`src/rtl/divider_ctrl.sv`:
```
// Programmable clock divider: emits a one-cycle tick every N+1 cycles plus a 50%-duty div_clock.
// Ratio changes made while running are staged in a shadow register and applied at the next period end.
module divider_ctrl #(
  parameter int WIDTH = 17,
  parameter int CNT_W = 8
) (
  input  logic             clock,
  input  logic             reset,      // active low, asynchronous
  input  logic             cfg_valid,
  input  logic [WIDTH-1:0] cfg_div,
  output logic             cfg_ready,
  input  logic             start,
  input  logic             stop,
  output logic             tick,
  output logic             div_clock,
  output logic             busy,
  output logic [CNT_W-1:0] tick_count
);

  typedef enum logic [1:0] {
    IDLE      = 2'd0,
    RUN       = 2'd1,
    STOP_PEND = 2'd2
  } state_t;

  state_t           state_reg, state_next;
  logic [WIDTH-1:0] div_reg, div_next;
  logic [WIDTH-1:0] shadow_reg, shadow_next;
  logic [WIDTH-1:0] cnt_reg, cnt_next;
  logic             pend_reg, pend_next;
  logic             tick_reg, tick_next;
  logic             div_clock_reg, div_clock_next;
  logic             busy_reg, busy_next;
  logic [CNT_W-1:0] tick_count_reg, tick_count_next;

  logic active;
  logic period_end;
  logic cfg_fire;

  assign active     = (state_reg != IDLE);
  assign period_end = active && (cnt_reg == div_reg);
  assign cfg_ready  = active ? !pend_reg : 1'b1;
  assign cfg_fire   = cfg_valid && cfg_ready;

  assign tick       = tick_reg;
  assign div_clock  = div_clock_reg;
  assign busy       = busy_reg;
  assign tick_count = tick_count_reg;

  always_comb begin
    state_next      = state_reg;
    div_next        = div_reg;
    shadow_next     = shadow_reg;
    pend_next       = pend_reg;
    cnt_next        = cnt_reg;
    tick_next       = 1'b0;
    div_clock_next  = div_clock_reg;
    tick_count_next = tick_count_reg;

    case (state_reg)
      IDLE: begin
        cnt_next = '0;
        if (cfg_fire) begin
          div_next = cfg_div;
        end
        if (start && !stop) begin
          state_next      = RUN;
          tick_count_next = '0;
        end
      end

      RUN, STOP_PEND: begin
        if (period_end) begin
          tick_next       = 1'b1;
          cnt_next        = '0;
          div_clock_next  = !div_clock_reg;
          tick_count_next = tick_count_reg + CNT_W'(1);
          if (pend_reg) begin
            div_next  = shadow_reg;
            pend_next = 1'b0;
          end
        end else begin
          cnt_next = cnt_reg + WIDTH'(1);
        end

        // cfg_fire implies pend_reg is clear, so this never races the shadow load above
        if (cfg_fire) begin
          shadow_next = cfg_div;
          pend_next   = 1'b1;
        end

        if (state_reg == RUN) begin
          if (stop) begin
            state_next = STOP_PEND;
          end
        end else if (start) begin
          state_next = RUN;
        end else if (period_end) begin
          state_next = IDLE;
        end
      end

      default: begin
        state_next = IDLE;
        cnt_next   = '0;
      end
    endcase

    // A ratio staged on the final edge of a stop must not be stranded in the shadow
    if ((state_next == IDLE) && pend_next) begin
      div_next  = shadow_next;
      pend_next = 1'b0;
    end

    busy_next = (state_next != IDLE);
  end

  always_ff @(posedge clock or negedge reset) begin
    if (!reset) begin
      state_reg      <= IDLE;
      div_reg        <= '0;
      shadow_reg     <= '0;
      cnt_reg        <= '0;
      pend_reg       <= 1'b0;
      tick_reg       <= 1'b0;
      div_clock_reg  <= 1'b0;
      busy_reg       <= 1'b0;
      tick_count_reg <= '0;
    end else begin
      state_reg      <= state_next;
      div_reg        <= div_next;
      shadow_reg     <= shadow_next;
      cnt_reg        <= cnt_next;
      pend_reg       <= pend_next;
      tick_reg       <= tick_next;
      div_clock_reg  <= div_clock_next;
      busy_reg       <= busy_next;
      tick_count_reg <= tick_count_next;
    end
  end

endmodule

```
`config.mk`:
```
export PLATFORM = sky130hd
export DESIGN_NAME = divider_ctrl
export DESIGN_NICKNAME = d
export VERILOG_FILES = /design/src/rtl/divider_ctrl.sv
export SDC_FILE = /design/constraint.sdc
export NUM_CORES = 1
export LEC_CHECK = 0
export ABC_AREA = 1
export CAP_MARGIN = 10
export CELL_PAD_IN_SITES_DETAIL_PLACEMENT = 2
export CELL_PAD_IN_SITES_GLOBAL_PLACEMENT = 2
export CORE_ASPECT_RATIO = 1.75
export CORE_MARGIN = 1
export CORE_UTILIZATION = 33
export CTS_CLUSTER_SIZE = 12
export DETAILED_ROUTE_END_ITERATION = 12
export PLACE_DENSITY_LB_ADDON = 0.1
export SETUP_SLACK_MARGIN = 0.5
export SKIP_LAST_GASP = 1
export SYNTH_ARGS = -nofsm -noshare
export SYNTH_HDL_FRONTEND = slang
export SYNTH_SLANG_ARGS = --single-unit
```
`constraint.sdc`:
```
create_clock -name clock -period 2.85 [get_ports clock]
set_input_delay 0.57 -clock clock [delete_from_list [all_inputs] [get_ports clock]]
set_output_delay 0.57 -clock clock [all_outputs]
set_load 0.03 [all_outputs]
```
# Word-level counts from Yosys, hierarchy flattened
# Index checks and enable logic that the tools add are counted.
dict set report totals {
  register_bits 65
  inputBits 22
  out_inout_bits 12
  word_cells 61
}
dict set report classes {
  add_sub_neg 2
  n_eq_ne 8
  n_mux 25
  reduce_logical 17
}
# cell count
set op_table {}
lappend op_table {{17-bit two-way mux} 8}
lappend op_table {{17-bit one-hot mux with 2 select lines} 1}
lappend op_table {{17-bit by 1-bit adder with 17-bit output (second input constant)} 1}
lappend op_table {{17-bit == test} 1}
lappend op_table {{8-bit two-way mux} 2}
lappend op_table {{8-bit one-hot mux with 2 select lines} 1}
lappend op_table {{2-bit two-way mux} 5}
lappend op_table {{3-bit != test (second input constant)} 3}
lappend op_table {{8-bit by 1-bit adder with 8-bit output (second input constant)} 1}
lappend op_table {{1-bit two-way mux} 7}
lappend op_table {{2-bit nonzero test} 3}
lappend op_table {{1-bit logical AND} 4}
lappend op_table {{2-bit logical NOT} 2}
lappend op_table {{2-bit != test (second input constant)} 2}
lappend op_table {{2-bit one-hot mux with 2 select lines} 1}
lappend op_table {{4-bit AND reduction} 1}
lappend op_table {{1-bit logical NOT} 3}
lappend op_table {{3-bit AND reduction} 1}
lappend op_table {{3-bit nonzero test} 1}
lappend op_table {{2-bit by 1-bit == test with 1-bit output (second input constant)} 1}
lappend op_table {{2-bit == test (second input constant)} 1}
lappend op_table {{2-bit AND reduction} 1}
lappend op_table {{2-bit OR reduction} 1}

# Longest topological paths before layout
dict set report logic_depth {
  ltp_word 10
  depth_mapped 17
  mapped_depth_nobuf 16
}

# Worst setup path before layout
# Ideal clock, no wire load.
dict set report synth_path {
  path_type {reg-to-reg}
  from {reg state_reg[0]}
  to {reg div_reg[7]}
  setup_time_ns 0.117
  arrival_time_ns 1.920
  t_required_ns 2.733
  slack_ns 0.814
  stages_incl_launch_ff 12
  path_buffers 1
  period_less_slack_ns 2.036
  cell_sequence {dfrtp_1 -> inv_1 -> ha_1 -> inv_1 -> nand2_1 -> nand3_1 -> clkbuf_1 -> nand2_1 -> o21ai_0 -> nand4_1 -> nand2_1 -> nand2_1}
}
dict set report synth_via {
  elab_cells_between_ends 28
  cone_classes {eq/ne: 5; mux: 14; reduce/logical: 9}
}
# element line
set synth_lines {}
lappend synth_lines {{start: declaration} 26} ;# state_t state_reg, state_next;
lappend synth_lines {{start signal: assignment} 130} ;# state_reg <= state_next;
lappend synth_lines {{2-bit nonzero test (*)} 40} ;# assign active = (state_reg != IDLE);
lappend synth_lines {{1-bit two-way mux (*)} 42} ;# assign cfg_ready = active ? !pend_reg : 1'b1;
lappend synth_lines {{net cfg_ready} 11} ;# output logic cfg_ready,
lappend synth_lines {{1-bit logical AND (*)} 43} ;# assign cfg_fire = cfg_valid && cfg_ready;
lappend synth_lines {{1-bit two-way mux} 87} ;# if (cfg_fire) begin
lappend synth_lines {{1-bit two-way mux} 60} ;# case (state_reg)
lappend synth_lines {{1-bit logical AND} 110} ;# if ((state_next == IDLE) && pend_next) begin
lappend synth_lines {{3-bit != test (no source line) / 3-bit nonzero test (equally long branches)} --}
lappend synth_lines {{4-bit AND reduction (no source line)} --}
lappend synth_lines {{end signal: assignment} 131} ;# div_reg <= div_next;
lappend synth_lines {{end: declaration} 27} ;# logic [WIDTH-1:0] div_reg, div_next;
# The timed path passes the listed nets; every way through them passes the cells marked *.
# A chain may end at the register's enable or synchronous reset.

# Final worst setup path
dict set report layout_path {
  from {in start}
  to {reg div_reg[1]}
}
dict set report layout_via {
  elab_chain_len 7
  elab_cells_between_ends 13
  cone_classes {eq/ne: 3; mux: 5; reduce/logical: 5}
}
# element line
set layout_lines {}
lappend layout_lines {{start: declaration} 12} ;# input logic start,
lappend layout_lines {{2-bit two-way mux / 1-bit logical AND (equally long branches)} {96, 66}}
lappend layout_lines {{2-bit two-way mux (on tied branches)} {92, 66}}
lappend layout_lines {{2-bit one-hot mux with 2 select lines (*)} 60}
lappend layout_lines {{2-bit logical NOT (*)} 110}
lappend layout_lines {{1-bit logical AND (*)} 110}
lappend layout_lines {{3-bit != test (no source line) / 3-bit nonzero test (equally long branches)} --}
lappend layout_lines {{4-bit AND reduction (no source line)} --}
# Mark *: on every way between the ends. The rest lies on a longest branch, timed or not.

==> impl_metrics.ini <==
[worst_setup_path]
path_buf_inv = 3
crit_top_cell = nand2_1
crit_slowest_cell = clkdlybuf4s50_1
arrival_ps = 2490
setup.worst_path.end_class = flip-flop
worstPathMaxFanout = 20
critical_path.top_delay_family = buffers and inverters
cp_cell_sequence = clkdlybuf4s50_1, inv_1, nor2_1, o31ai_1, o21ai_0, o21ai_1, nand2_2, buf_6, nand4_1, nand2_1, nand2_1
max_stage_delay_ps = 490
critPathLaunchType = input pin
crit_type = in2reg
cp.required_ps = 3060

[clock_tree]
clock-sinks = 65
root_buffer = clkbuf_16
insertion_delay_ps = 330
cts_htree_levels = 3
path_clk_slew_ps = 60
cts-hold-fix-buffers = 0
cts_tree = built
clk_path_buf_depth = 2
numCtsBuffers = 9

[synthesis]
yosysWarnings = 0
syn_nets = 531
ys_ff_latch = 65
syn_inst = 504
ys_seq_area_share_pct = 43.49
synth_cell_type_count = 33
synth_area_um2 = 3740
avgSynthCellArea_um2 = 7.420

[layout]
final_area_um2 = 4643
final_common_cell = nand2_1
n_fill_cell = 1328
drive_gt1_share_pct = 11.59
diodes = 0
finalNetCount = 574
final_cell_mix = nand2_1 (158), inv_1 (74), dfrtp_1 (61)
area_growth_pct = 24.16

[grt]
gr-total-overflow = 0
grt_use_total_pct = 21.79
grt_pass1_vias = 3989
grt_max_degree = 35
antenna_found_initial = 0
grt_pass1_wl_mm = 18.98

[timing]
setup-violations-final = 0
finalMaxSlewViolations = 0
slew_headroom_pct = 60.14
fin_crit_sh_pct = 79.97
fmax_ghz = 0.4388
finalHoldViolCount = 0
rsz0062_at_grt = true
post-route-min-period_ps = 2279
skew_ps = 5.323
worst_pin_slew_ps = 597.9
setup_total_negative_slack_ps = 0

[detailed_routing]
drc = 0
drt_pass1_iterations = 4
final_antenna_net_count = 0
wirelength_mm = 11.87
vias_per_cell = 5.152
detail_route.wl_per_cell_um = 17.36
vias = 3524
drt_iter0_drc = 81

[min_path]
holdCritPathClass = in2async

[floorplan]
core_um2 = 11100
core.rowCount = 51
die-area_um2 = 11780
io_pins = 34
fp.dieH_um = 142.8
dieWidth_um = 82.48
initial_core_util_pct = 33.68

[run]
max_cap_violations = 0

[placement]
io_buffers = 33
dpl.hpwl_mm = 8.346
place_area_um2 = 4194
globalplace.congestion = 0.7860

[power_and_ir_drop]
p_switching_uw = 2917
pwr_density_cell_nw_per_um2 = 1289
combPwrFrac_pct = 56.5
leakagePower_uw = 0.002256
sw_frac_of_total_pct = 48.73
p_int_uw = 3068
p_clk_share_pct = 19.5
vdd_ir_drop_max_v = 0.0005121
pwr-share-seq_pct = 24.1

[run_status]
outcome = completed
==> logic make-up after synthesis <==
group,share of synthesized area [%]
AND/OR/NAND/NOR,31.08
buffers and inverters,11.24
AO/OA/AOI/OAI,10.87
flip-flops,43.49
XOR/XNOR,1.639
adder cells (fa/ha/maj),1.673
==> metal layers <==
layer,global-route usage (%),up-vias,wire [um]
li1,-,1694,-
met1,22.29,1793,4446
met2,42.41,28,7083
met3,3.578,9,178
met4,7.387,0,166
met5,0,-,0
==> synthesized netlist by cell type <==
library cell	number	share of area [%]
a21boi_0	1	0.20
a21oi_1	10	1.3
a22oi_1	1	0.20
buf_2	6	0.80
buf_4	1	0.20
buf_6	4	1.2
clkbuf_1	7	0.70
clkinv_1	1	0.10
dfrtp_1	65	43
ha_1	5	1.7
inv_1	75	7.5
inv_2	7	0.70
nand2_1	159	16
nand2_2	1	0.17
nand2_4	3	0.90
nand3_1	28	3.7
nand3_4	2	0.94
nand4_1	21	3.5
nor2_1	34	3.4
nor2_2	2	0.33
nor2_4	1	0.30
nor3_1	2	0.27
nor3_2	3	0.80
nor3b_1	2	0.40
nor4_2	1	0.33
o211ai_1	17	3.4
o21a_1	2	0.40
o21ai_0	30	4.0
o21ai_1	2	0.27
o21ai_4	1	0.44
o31ai_1	3	0.60
xnor2_1	4	0.94
xor2_1	3	0.70
==> area by class of cell <==
class / count / area [um^2] / area share [%]
Clock buffer: 12 / 266.5 / 5.740
Clock inverter: 4 / 50.05 / 1.078
Inverter: 83 / 314.1 / 6.764
Multi-Input combinational cell: 341 / 1758 / 37.86
Sequential cell: 65 / 1632 / 35.14
Tap cell: 132 / 165.2 / 3.557
Timing Repair Buffer: 47 / 457.9 / 9.863
==> metrics by stage <==
| stage | cells | utilization [%] | total power [uW] | setup slack, ps | hold slack, ps |
|---|---|---|---|---|---|
| detailed placement | 659 | 37.77 | 4474 | 295.9 | 489.4 |
| finish | 684 | 41.82 | 5985 | 570.8 | 240.1 |
| global route | 684 | 41.82 | 6488 | 464.5 | 267.0 |
| floorplan | 504 | - | 3680 | 813.6 | 274.4 |
| CTS | 678 | 41.12 | 5886 | 506.5 | 251.7 |
| global placement | 659 | 37.77 | 4278 | 383.7 | 490.7 |
==> path summary, 6_finish.rpt <==
check	from	to	slack, ps	depth (start not counted)
worst max-delay path	start	div_reg[1]	570	11
worst min-delay path	reset	tick_count[6]	240	1
worst max register to register	state_reg[0]	div_reg[1]	620	14
worst min register to register	div_clock	div_clock	500	1
max in group asynchronous	reset	shadow_reg[14]	1990	2
min in group clock	div_clock	div_clock	500	1
==> power groups by stage <==
stage | logic, uW | clock network [uW] | registers [uW]
floorplan | 2250 | 0 | 1430
global placement | 2830 | 0 | 1450
detailed placement | 3010 | 0 | 1470
CTS | 3250 | 1190 | 1450
global route | 3790 | 1220 | 1480
finish | 3380 | 1170 | 1440
==> what timing repair did <==
item	4_1_cts	5_1_grt
endpoints found under the setup margin	18	22
setup buffers	1	5
hold endpoints to repair	0	0
gates cloned	2	1
pin swaps	1	3
gates resized for setup	8	11
No activity file was read; power rests on OpenSTA's default activity.
